===== src/rtl/fetch_pkg.sv =====
// Shared types and constants for the instruction fetch sequencer.
package fetch_pkg;

  localparam int WORD_BYTES = 4;

  typedef enum logic [1:0] {
    IDLE,
    RUN,
    HALT,
    FAULT
  } fetch_state_t;

endpackage


===== src/rtl/fetch_out_stage.sv =====
// Valid/ready holding register for the fetched instruction bundle.
// A flush drops the pending bundle without touching its data fields.
module fetch_out_stage #(
  parameter int WIDTH = 32
) (
  input  logic             clk,
  input  logic             reset,
  input  logic             load,
  input  logic             flush,
  input  logic             ready,
  input  logic [WIDTH-1:0] in_instruction,
  input  logic [WIDTH-1:0] in_pc,
  input  logic [WIDTH-1:0] in_pc_plus4,
  output logic             valid,
  output logic [WIDTH-1:0] instruction,
  output logic [WIDTH-1:0] pc,
  output logic [WIDTH-1:0] pc_plus4
);

  // Flush beats load beats drain; data fields change only on a load.
  always_ff @(posedge clk or negedge reset) begin
    if (!reset) begin
      valid       <= 1'b0;
      instruction <= '0;
      pc          <= '0;
      pc_plus4    <= '0;
    end else begin
      if (flush) begin
        valid <= 1'b0;
      end else if (load) begin
        valid <= 1'b1;
      end else if (ready) begin
        valid <= 1'b0;
      end
      if (load) begin
        instruction <= in_instruction;
        pc          <= in_pc;
        pc_plus4    <= in_pc_plus4;
      end
    end
  end

endmodule


===== src/rtl/fetch_controller.sv =====
// Instruction fetch sequencer: walks a program memory window, honours
// redirects, halts when the pc leaves the window and locks on misalignment.
module fetch_controller
  import fetch_pkg::*;
#(
  parameter int                    MEMORY_DEPTH = 32,
  parameter int                    DATA_WIDTH   = 32,
  parameter logic [DATA_WIDTH-1:0] RESET_PC     = '0
) (
  input  logic                  clk,
  input  logic                  reset,
  input  logic                  start,
  output logic [DATA_WIDTH-1:0] imem_address,
  input  logic [DATA_WIDTH-1:0] imem_instruction,
  input  logic                  redirect_valid,
  input  logic [DATA_WIDTH-1:0] redirect_pc,
  output logic                  out_valid,
  input  logic                  out_ready,
  output logic [DATA_WIDTH-1:0] out_instruction,
  output logic [DATA_WIDTH-1:0] out_pc,
  output logic [DATA_WIDTH-1:0] out_pc_plus4,
  output logic                  halted,
  output logic                  fault
);

  // One bit wider than the pc so the window end never wraps.
  localparam logic [DATA_WIDTH:0] PC_LIMIT =
    (DATA_WIDTH+1)'(RESET_PC) + (DATA_WIDTH+1)'(WORD_BYTES * MEMORY_DEPTH);

  fetch_state_t state, state_next;
  logic [DATA_WIDTH-1:0] pc;
  logic [DATA_WIDTH-1:0] pc_plus4;
  logic [DATA_WIDTH:0]   pc_incr;
  logic                  pc_wrap;
  logic                  pc_in_range;
  logic                  redirect_aligned;
  logic                  redirect_in_range;
  logic                  load;
  logic                  flush;

  assign pc_incr           = {1'b0, pc} + (DATA_WIDTH+1)'(WORD_BYTES);
  assign pc_plus4          = pc_incr[DATA_WIDTH-1:0];
  assign pc_wrap           = pc_incr[DATA_WIDTH];
  assign pc_in_range       = (pc >= RESET_PC) && ({1'b0, pc} < PC_LIMIT);
  assign redirect_aligned  = (redirect_pc[1:0] == 2'b00);
  assign redirect_in_range = (redirect_pc >= RESET_PC) && ({1'b0, redirect_pc} < PC_LIMIT);
  assign imem_address      = pc;

  always_ff @(posedge clk or negedge reset) begin
    if (!reset) begin
      state <= IDLE;
    end else begin
      state <= state_next;
    end
  end

  always_comb begin
    state_next = state;
    case (state)
      IDLE: begin
        if (start) state_next = RUN;
      end
      RUN: begin
        if (redirect_valid && !redirect_aligned) state_next = FAULT;
        else if (redirect_valid)                 state_next = RUN;
        else if (!pc_in_range || (load && pc_wrap)) state_next = HALT;
      end
      HALT: begin
        if (redirect_valid && !redirect_aligned)       state_next = FAULT;
        else if (redirect_valid && redirect_in_range)  state_next = RUN;
      end
      FAULT:   state_next = FAULT;
      default: state_next = IDLE;
    endcase
  end

  always_comb begin
    halted = (state == HALT);
    fault  = (state == FAULT);
    load   = (state == RUN) && pc_in_range && (!out_valid || out_ready) && !redirect_valid;
    flush  = redirect_valid || (state == FAULT);
  end

  // A frozen FAULT ignores redirects; everywhere else a redirect wins over a load.
  always_ff @(posedge clk or negedge reset) begin
    if (!reset) begin
      pc <= RESET_PC;
    end else if (redirect_valid && (state != FAULT)) begin
      pc <= redirect_pc;
    end else if (load) begin
      pc <= pc_plus4;
    end
  end

  fetch_out_stage #(
    .WIDTH(DATA_WIDTH)
  ) u_out_stage (
    .clk           (clk),
    .reset         (reset),
    .load          (load),
    .flush         (flush),
    .ready         (out_ready),
    .in_instruction(imem_instruction),
    .in_pc         (pc),
    .in_pc_plus4   (pc_plus4),
    .valid         (out_valid),
    .instruction   (out_instruction),
    .pc            (out_pc),
    .pc_plus4      (out_pc_plus4)
  );

endmodule


===== config.mk =====
export PLATFORM = sky130hd
export DESIGN_NAME = fetch_controller
export DESIGN_NICKNAME = d
export VERILOG_FILES = /design/src/rtl/fetch_pkg.sv /design/src/rtl/fetch_out_stage.sv /design/src/rtl/fetch_controller.sv
export SDC_FILE = /design/constraint.sdc
export NUM_CORES = 1
export LEC_CHECK = 0
export BUFFER_PORTS_ARGS = -buffer_cell sky130_fd_sc_hd__buf_2
export CELL_PAD_IN_SITES_DETAIL_PLACEMENT = 1
export CELL_PAD_IN_SITES_GLOBAL_PLACEMENT = 1
export CORE_MARGIN = 4
export CORE_UTILIZATION = 38
export CTS_BUF_LIST = sky130_fd_sc_hd__clkbuf_16
export CTS_CLUSTER_DIAMETER = 30
export CTS_CLUSTER_SIZE = 14
export DETAILED_ROUTE_END_ITERATION = 12
export GPL_TIMING_DRIVEN = 0
export PLACE_DENSITY_LB_ADDON = 0.15
export SETUP_SLACK_MARGIN = 0.5
export SLEW_MARGIN = 15
export SYNTH_ARGS = -nofsm -noshare
export SYNTH_HDL_FRONTEND = slang
export SYNTH_SLANG_ARGS = --single-unit

===== constraint.sdc =====
create_clock -name clk -period 6.6 [get_ports clk]
set_input_delay 0.99 -clock clk [delete_from_list [all_inputs] [get_ports clk]]
set_output_delay 0.99 -clock clk [all_outputs]
set_load 0.03 [all_outputs]

==> metrics <==
CTS clk-pin slew, worst paths 60 ps; final hold violation count 0; register area share after synthesis 0.640; register share of total power 0.415; global-route wire length before repair 21.5 mm; Worst Path Required 6900 ps; slew at the pin closest to its max-slew limit 644 ps; postcts setup bufs 0; register area 3230 um^2; Worst path slowest cell or4_4; Lkg Pwr 0.00377 uW; Final Routed Wirelength 13.7 mm; clock tree from TritonCTS done; internal power 1590 uW; Hold Path Depth 1; TritonCTS buffer count 17; setup TNS 0 ps; delay-heaviest family, CP simple AND/OR/NAND/NOR gates; Die Ht 123 um; global route overflow 0; Post-Route Utilization 0.537; DR vias/cell 4.84; ant diodes 0; nets@finish 632; Pwr per Cell Area 327 nW/um^2; final setup violation count 0; CP endpoint kind register; die area 15200 um^2; crit path kind register to register; fmax 0.415 GHz; share of layout cells above drive strength 1 0.512; R2R cell count 5; final worst slack 4190 ps; Most Crowded Layer GR met2; largest net degree at the start of global routing 68; most frequent cells in the layout buf_2 (200), dfrtp_1 (129), and2_1 (51); starting density of the core 0.393; PostCTS Resize Cnt 0; CTS H-tree depth 4; final worst path period share 0.365; worst flop-to-flop path endpoint imem_address[26]; crit path launch type register; Fin Clk Skew 9.16 ps; M3 GR Usage 0.0663; hold crit path type register to register; Slew headroom 0.569; pre-CTS setup slack 3740 ps; P&R area growth vs syn 36.4%; Synth Flop Type dfrtp_1; YS warnings 0; final slew viol count 0; DR vias 3607; Post-Synthesis Cells 343; Avg WL per Cell 18.3 um; FFs w/ async S/R, synth 1.00; area of the multi-input gates 1620 um^2; Comb pwr share 0.171; WP depth 5; critical path, cell by cell or4_4, nor3_1, a31oi_1, clkbuf_1, a22o_1; critical hold path startpoint u_out_stage.pc_plus4[12]; worst-case hold path end point u_out_stage.pc_plus4[12]; commonest non-fill, non-tap cell in the layout buf_2; top cell type's share of synthesized area 0.640; WP buf/inv 1; Core Area 12800 um^2; fillers 1373; FF+latch count, synth 129; Unique masters post-synth 43; remaining antenna violation count after routing 0; Clk pwr share 0.415; Synth area leaders dfrtp_1 (64%), mux2_4 (10%), and2_1 (6.3%); Critical R2R Launch imem_address[31]; Remaining DRCs 0; clock buffer depth 2; synthesized area 5050 um^2; unrepaired setup endpoints after global routing false; met1 demand-to-capacity share in global routing 0.235; detailed-router iteration count before antenna repair 5; outcome finished, final reports clean; Die Span X 123 um; worst-path fanout max 10; EDFF count, synth 0; fin crit period 2410 ps; Worst-Skew Late Latency 420 ps; Ports 200; Mean Syn Cell Area 14.7 um^2; initial antenna violation count 0; GRT Overall Usage 0.187; port bufs 199; Max-Cap Viols 0; Sw Ratio 0.295; VDD IR max 0.230 mV; met2 Use GR 0.302; Sink Count 129; Root Driver clkbuf_16; area leader, netlist dfrtp_1; r2r setup slk 4190 ps; Arrival @ worst endpoint 2710 ps; Routability Congestion 0.758; net count after synthesis 413; cts-stage hold buffer count 0; post-DP HPWL 10.0 mm; Largest stage delay, worst path 570 ps; First DRT Iteration DRCs 151; vias in the first global route 3948; number of cell rows 41; switching power 664 uW
==> Yosys cell counts, types with 4 or more instances <==
cell,n
buf_4,4
nand2_1,4
nor2_1,4
a22o_1,21
inv_1,8
nand4_1,4
clkbuf_1,10
and2_1,51
mux2_2,14
nor4_1,9
mux2_4,34
dfrtp_1,129
==> registers in the layout, summed over array words and instances, names as in the netlist <==
register / cells
state: 2
u_out_stage.valid: 1
u_out_stage.pc_plus4: 32
u_out_stage.pc: 30
u_out_stage.instruction: 32
imem_address: 32
==> cell type report <==
| type | count | area share |
|---|---|---|
| Inverter | 8 | 0.00436 |
| Sequential cell | 129 | 0.469 |
| Tap cell | 172 | 0.0313 |
| Clock inverter | 14 | 0.0244 |
| Timing Repair Buffer | 200 | 0.150 |
| Multi-Input combinational cell | 184 | 0.235 |
| Clock buffer | 17 | 0.0618 |
| Buffer | 22 | 0.0244 |
==> routing by layer <==
layer / vias to the layer above / share of wire
li1: 1652 / -
met1: 1805 / 0.42
met2: 136 / 0.49
met3: 14 / 0.077
met4: 0 / 0.014
met5: - / 0
==> power groups by stage <==
stage               combinational, uW  clock, uW  sequential, uW
finish                            385        934             934
CTS                               391        955             935
floorplan                         113          0            1060
global route                      412        994             948
global placement                  380          0             943
detailed placement                388          0             947
==> worst max path at each step <==
stage / start / endpoint
global placement: reset / u_out_stage.pc[18]
CTS: imem_address[31] / imem_address[19]
floorplan: imem_address[31] / u_out_stage.instruction[0]
global route: imem_address[31] / imem_address[26]
finish: imem_address[31] / imem_address[26]
detailed placement: redirect_valid / imem_address[30]
==> through the flow <==
stage | hold WS (ps) | power (uW) | instance area (um^2) | cells
2_1_floorplan | 501 | 1170 | 5050 | 343
3_5_place_dp | 466 | 1340 | 6290 | 715
6_report | 478 | 2250 | 6880 | 746
4_1_cts | 484 | 2280 | 6880 | 746
5_1_grt | 492 | 2350 | 6880 | 746
3_3_place_gp | 464 | 1320 | 6260 | 714
==> cells by family after synthesis <==
family | count (synthesis) | share of synthesized area
AOI/OAI and AO/OA | 40 | 0.0647
xor gates and xnor gates | 3 | 0.00521
adders and majority gates | 1 | 0.00248
buffers and inverters | 30 | 0.0392
DFF | 129 | 0.640
muxes | 49 | 0.134
and+or+nand+nor | 91 | 0.114
Power figures use the tool's default switching activity.
